### src/rtl/bgraph_decoder.sv
// Bar-graph (thermometer code) to thermostat setting decoder with a strobed
// stability filter; stable non-thermometer codes raise a sticky error flag.
module bgraph_decoder #(
  parameter int unsigned STABLE_CNT = 4
) (
  input  logic       clk,
  input  logic       rst,
  input  logic       sample,
  input  logic [7:0] bgraph,
  input  logic       err_clr,
  output logic [3:0] thermo,
  output logic       turbo,
  output logic       valid,
  output logic       err
);

  localparam logic [3:0] STABLE = 4'(STABLE_CNT);

  logic [7:0] cand;
  logic [3:0] cnt;
  logic [7:0] comm;

  logic       match;
  logic [3:0] cnt_nxt;
  logic       stable_evt;
  logic       code_ok;
  logic [3:0] thermo_d;
  logic       turbo_d;

  // A reload to 1 counts as reaching STABLE, which matters when STABLE is 1.
  always_comb begin
    match      = (bgraph == cand);
    cnt_nxt    = 4'd1;
    if (match)
      cnt_nxt = (cnt == STABLE) ? cnt : cnt + 4'd1;
    stable_evt = sample && (!match || (cnt != STABLE)) && (cnt_nxt == STABLE);
  end

  always_comb begin
    code_ok  = 1'b1;
    thermo_d = 4'b0000;
    turbo_d  = 1'b0;
    case (bgraph)
      8'h00: begin thermo_d = 4'b0000; turbo_d = 1'b0; end
      8'h01: begin thermo_d = 4'b0001; turbo_d = 1'b0; end
      8'h03: begin thermo_d = 4'b0001; turbo_d = 1'b1; end
      8'h07: begin thermo_d = 4'b0010; turbo_d = 1'b0; end
      8'h0F: begin thermo_d = 4'b0010; turbo_d = 1'b1; end
      8'h1F: begin thermo_d = 4'b0100; turbo_d = 1'b0; end
      8'h3F: begin thermo_d = 4'b0100; turbo_d = 1'b1; end
      8'h7F: begin thermo_d = 4'b1000; turbo_d = 1'b0; end
      8'hFF: begin thermo_d = 4'b1000; turbo_d = 1'b1; end
      default: code_ok = 1'b0;
    endcase
  end

  always_ff @(posedge clk or posedge rst) begin
    if (rst) begin
      cand   <= 8'h00;
      cnt    <= 4'd0;
      comm   <= 8'h00;
      thermo <= 4'b0000;
      turbo  <= 1'b0;
      valid  <= 1'b0;
      err    <= 1'b0;
    end else begin
      valid <= 1'b0;
      if (err_clr)
        err <= 1'b0;
      if (sample) begin
        cand <= bgraph;
        cnt  <= cnt_nxt;
        // An error set is written after the clear so it wins on a shared edge.
        if (stable_evt) begin
          if (!code_ok) begin
            err <= 1'b1;
          end else if (bgraph != comm) begin
            comm   <= bgraph;
            thermo <= thermo_d;
            turbo  <= turbo_d;
            valid  <= 1'b1;
          end
        end
      end
    end
  end

endmodule

### config.mk
export PLATFORM = sky130hd
export DESIGN_NAME = bgraph_decoder
export DESIGN_NICKNAME = d
export VERILOG_FILES = /design/src/rtl/bgraph_decoder.sv
export SDC_FILE = /design/constraint.sdc
export NUM_CORES = 1
export LEC_CHECK = 0
export ABC_CLOCK_PERIOD_IN_PS = 3300
export CAP_MARGIN = 20
export CORE_ASPECT_RATIO = 0.5
export CORE_MARGIN = 2
export CORE_UTILIZATION = 54
export DETAILED_ROUTE_END_ITERATION = 8
export GPL_TIMING_DRIVEN = 0
export PLACE_DENSITY_LB_ADDON = 0.3
export SYNTH_ARGS = -nofsm -noshare
export SYNTH_HDL_FRONTEND = slang
export SYNTH_SLANG_ARGS = --single-unit
### constraint.sdc
create_clock -name clk -period 3.3 [get_ports clk]
set_input_delay 0.495 -clock clk [delete_from_list [all_inputs] [get_ports clk]]
set_output_delay 0.495 -clock clk [all_outputs]
set_load 0.005 [all_outputs]
---- After elaboration in Yosys (flattened, before gate mapping) ----
Index checks and enable logic that the tools add are counted.
word-level totals
  input bits .............................. 12
  logic and storage cells ................. 46
  bits in registers ....................... 27
cells by class
  multiplexer cells ....................... 13
  reductions and logical operators ........ 12
  equality and inequality tests ........... 13
  add/sub/neg operators ................... 1
operator list
  operator                                                                number
  4-bit one-hot mux with 4 select lines                                   1
  1-bit 2-to-1 mux                                                        10
  9-bit OR reduction                                                      1
  4-bit by 3-bit equality test with 1-bit output (second input constant)  2
  8-bit by 1-bit equality test with 1-bit output (second input constant)  1
  8-bit by 2-bit equality test with 1-bit output (second input constant)  1
  8-bit by 3-bit equality test with 1-bit output (second input constant)  1
  8-bit by 4-bit equality test with 1-bit output (second input constant)  1
  8-bit by 5-bit equality test with 1-bit output (second input constant)  1
  8-bit by 6-bit equality test with 1-bit output (second input constant)  1
  8-bit by 7-bit equality test with 1-bit output (second input constant)  1
  8-bit equality test                                                     1
  8-bit equality test (second input constant)                             1
  8-bit logical NOT                                                       1
  4-bit 2-to-1 mux                                                        2
  8-bit != test                                                           1
  2-bit OR reduction                                                      4
  4-bit by 1-bit adder with 4-bit output (second input constant)          1
  4-bit by 3-bit != test with 1-bit output (second input constant)        1
  4-bit AND reduction                                                     1
  4-bit OR reduction                                                      1
  1-bit logical AND                                                       2
  1-bit logical NOT                                                       1
  1-bit logical OR                                                        1

---- Logic depth before layout (Yosys ltp) ----
  word-level depth ........................ 7
  gate-level depth with buffers ........... 8
  gate-level depth less buffers ........... 7

---- Least setup slack after synthesis ----
Ideal clock, no wire load.
  path kind ............................... register to register
  start ................................... register cnt[0]
  end ..................................... register comm[0]
  path slack .............................. 957 ps
  clock period less this slack ............ 2,343 ps
  data arrival time ....................... 2,217 ps
  setup time .............................. 125 ps
  cell stages (with the launch flop) ...... 9
  cell sequence ........................... dfrtp_1 inv_1 ha_1 nor2_1 mux2_4 or4_1 and4bb_4 buf_12 mux2_4
on the way
  cells in the longest elaborated chain, start to end .. 6
  elaborated cells on any way between the ends .. 10
  those cells by class .................... add/sub (1); eq/ne (3); mux (2); reduce/logical (4)
ends and longest elaborated chain
  element                                                                                                          RTL line  text
  start, declared                                                                                                  20        logic [3:0] cnt;
  start signal, assigned                                                                                           72        cnt <= cnt_nxt;
  4-bit by 1-bit adder with 4-bit output / 4-bit by 3-bit equality test with 1-bit output (equally long branches)  35        cnt_nxt = (cnt == STABLE) ? cnt : cnt + 4'd1;
  4-bit 2-to-1 mux                                                                                                 35
  4-bit 2-to-1 mux                                                                                                 34        if (match)
  4-bit by 3-bit equality test with 1-bit output                                                                   36        stable_evt = sample && (!match || (cnt != STABLE)) && (cnt_nxt == STABLE);
  1-bit logical AND (*)                                                                                            36
  4-bit AND reduction (no line) (*)                                                                                --
  end signal, assigned                                                                                             78        comm <= bgraph;
  end, declared                                                                                                    21        logic [7:0] comm;
Mark *: on every way between the ends. The rest lies on a longest branch, timed or not.
A chain may end at the register's enable or synchronous reset.

---- Worst setup path after layout ----
Same ends and word-level chain as after synthesis.

==> metrics.txt <==
max-cap violations 0; Clock Path Buffers 2; Setup Viol. Count Final 0; WL final roughly 2800 um; post-route ant nets 0; Synth top area share between 40 and 50%; # port buffers 11; RSZ-0062 raised after global routing no; hold_ws roughly 520 ps; GRT overflow 0; Yosys cell types 34; Setup TNS 0 ps; die footprint around 3300 sq um; TritonCTS Sinks 27; DR WL/cell 15.0 um; Vias/cell between 5 and 6; adder-cell share of the synthesized area between 1.5 and 2%; Synth area leaders dfrtp_1 44%, mux2_4 11%, xnor2_1 9.2%; mux cell area share after synthesis about a fifth; chip width approximately 80 um; vias in the first global route between 1000 and 1500; Tot GR Track Use a little under 20%; DR vias about 1000; post-CTS setup buffers 0; GP Congestion 0.823; core area roughly 2600 sq um; Post-CTS Resized 0; main combinational cell family by area after synthesis multiplexers; layout cells sized above 1 19.6%; drt pass-1 iters 4; Worst-Skew Late Latency between 200 and 300 ps; Tmin final around 2500 ps; # H-tree levels 1; CTS tree yes; Compound-Gate Fraction of Synth Area 4.69%; Core Util, Final 66.4%; Initial Util 57.7%; first-pass GRT wire length approximately 5000 um; worst min path class reg2reg; pre-CTS WS between 600 and 700 ps; largest net degree at the start of global routing 28; Nets around 160; cells after synthesis about 130; CP Data Arrival Time between 2000 and 3000 ps; headroom to the max-slew limit between 60% and 70%; FP Rows 13; Critical Path RT about 3500 ps; Worst setup EP type register; Clock Pin Slew Worst Setup and Hold Paths 90 ps; Worst-Margin Slew around 580 ps; commonest non-fill, non-tap cells in the layout 27 x dfrtp_1, 16 x xnor2_1, 11 x mux2_2, 11 x mux2_4, 11 x clkdlybuf4s50_1; area grow syn2layout 15.1%; most common cell after layout, fill and taps aside dfrtp_1; crit share post-route 76.6%; Synth Register Bits 27; Post-Synth Simple-Gate Area between 10% and 20%; final hold viol count 0; Root Buffer clkbuf_8; peak supply drop approximately 180 uV; Inserted Diodes 0; cell taking the most area after synthesis dfrtp_1; cts hold-fix bufs 0; FMAX slightly below 400 MHz; synthesized area per cell roughly 12 sq um; sequential-to-total area share from yosys stat around 44%; Pwr per Cell Area ~350 nW/um^2; syn nets 146; Die Y around 42 um; drc violations 0; Final Max Tran Viols 0; initial antenna violation count 0; Crit Path Max Fanout 10; synthesized cell area approximately 1500 sq um; status completed; Fin Clk Skew 2.19 ps; Worst setup SP type register; final setup margin around 770 ps; Yosys warnings 0; Post-DP HPWL a little under 2000 um; leak pwr roughly 0.73 nW; CP Class reg2reg; IO Pins 19; Initial DRC Count between 50 and 60; Post-Synth XOR/XNOR Area 9.79%; CTS Buf Count 3
metrics by stage:
| step | std cells | cell area [sq um] | total power [mW] |
|---|---|---|---|
| floorplan | 132 | 1520 | 0.407 |
| global placement | 180 | 1680 | 0.423 |
| detailed placement | 180 | 1680 | 0.426 |
| CTS | 184 | 1720 | 0.619 |
| global route | 185 | 1750 | 0.641 |
| finish | 185 | 1750 | 0.615 |
cell type report:
class                           count  area, sq um
Timing Repair Buffer               12          138
Buffer                              9         50.0
Inverter                            6         22.5
Multi-Input combinational cell     90          772
Tap cell                           37         46.3
Fill cell                         215          886
Clock buffer                        4         45.0
Sequential cell                    27          676
where the power goes:
group | internal (mW) | switching, mW
sequential | 0.341 | 0.00695
clock | 0.0868 | 0.107
combinational | 0.0366 | 0.0378
total | 0.464 | 0.151
cells by family after synthesis:
kind of cell | after synthesis
xor+xnor | 17
fa+ha+maj | 2
flops | 27
simple gates | 38
compound gates | 11
mux | 22
buf+inv | 15
final timing paths:
path	startpoint	endpoint	slack, ps	depth (start not counted)
hold / removal	thermo[3]	thermo[3]	520	1
max in group asynchronous	rst	thermo[3]	2260	3
setup / recovery	cnt[0]	comm[0]	770	8
hold reg to reg	thermo[3]	thermo[3]	520	1
min in group asynchronous	rst	cnt[2]	560	2
setup reg to reg	cnt[0]	comm[0]	770	8
cells in the mapped netlist (all sizes together):
library cell  instances
a21oi                 3
a22oi                 1
and2                  2
and3                  5
and4bb                1
buf                   3
clkbuf                6
dfrtp                27
ha                    2
inv                   6
mux2                 22
nand2                 3
nand2b                3
nand3                 5
nand3b                2
nand4                 6
nor2                  4
nor3                  1
nor3b                 2
nor4                  1
nor4bb                1
o2111ai               1
o21ai                 2
o21bai                1
o22ai                 1
o31ai                 1
o32ai                 1
or3                   1
or4                   1
xnor2                16
xor2                  1
state kept, by name, indices dropped and copies added (netlist names):
signal  cells
err         1
cand        8
thermo      4
comm        8
turbo       1
cnt         4
valid       1
per-layer routing:
layer  wire, um  vias up  GRT usage (%)
met5          0        -              0
met3        136        4           5.43
met2       1200       22           31.4
met1       1400      495           26.8
met4         43        0           6.90
li1           -      495              -
worst max-delay path, cell delays in order, from the launching register on:
cell	delay [ps]
dfrtp_1	460
inv_1	110
ha_1	190
nor2_1	50
mux2_4	280
or4_1	490
and4bb_4	380
buf_12	160
mux2_4	300
Note: power is estimated with default switching activity, not from simulation.
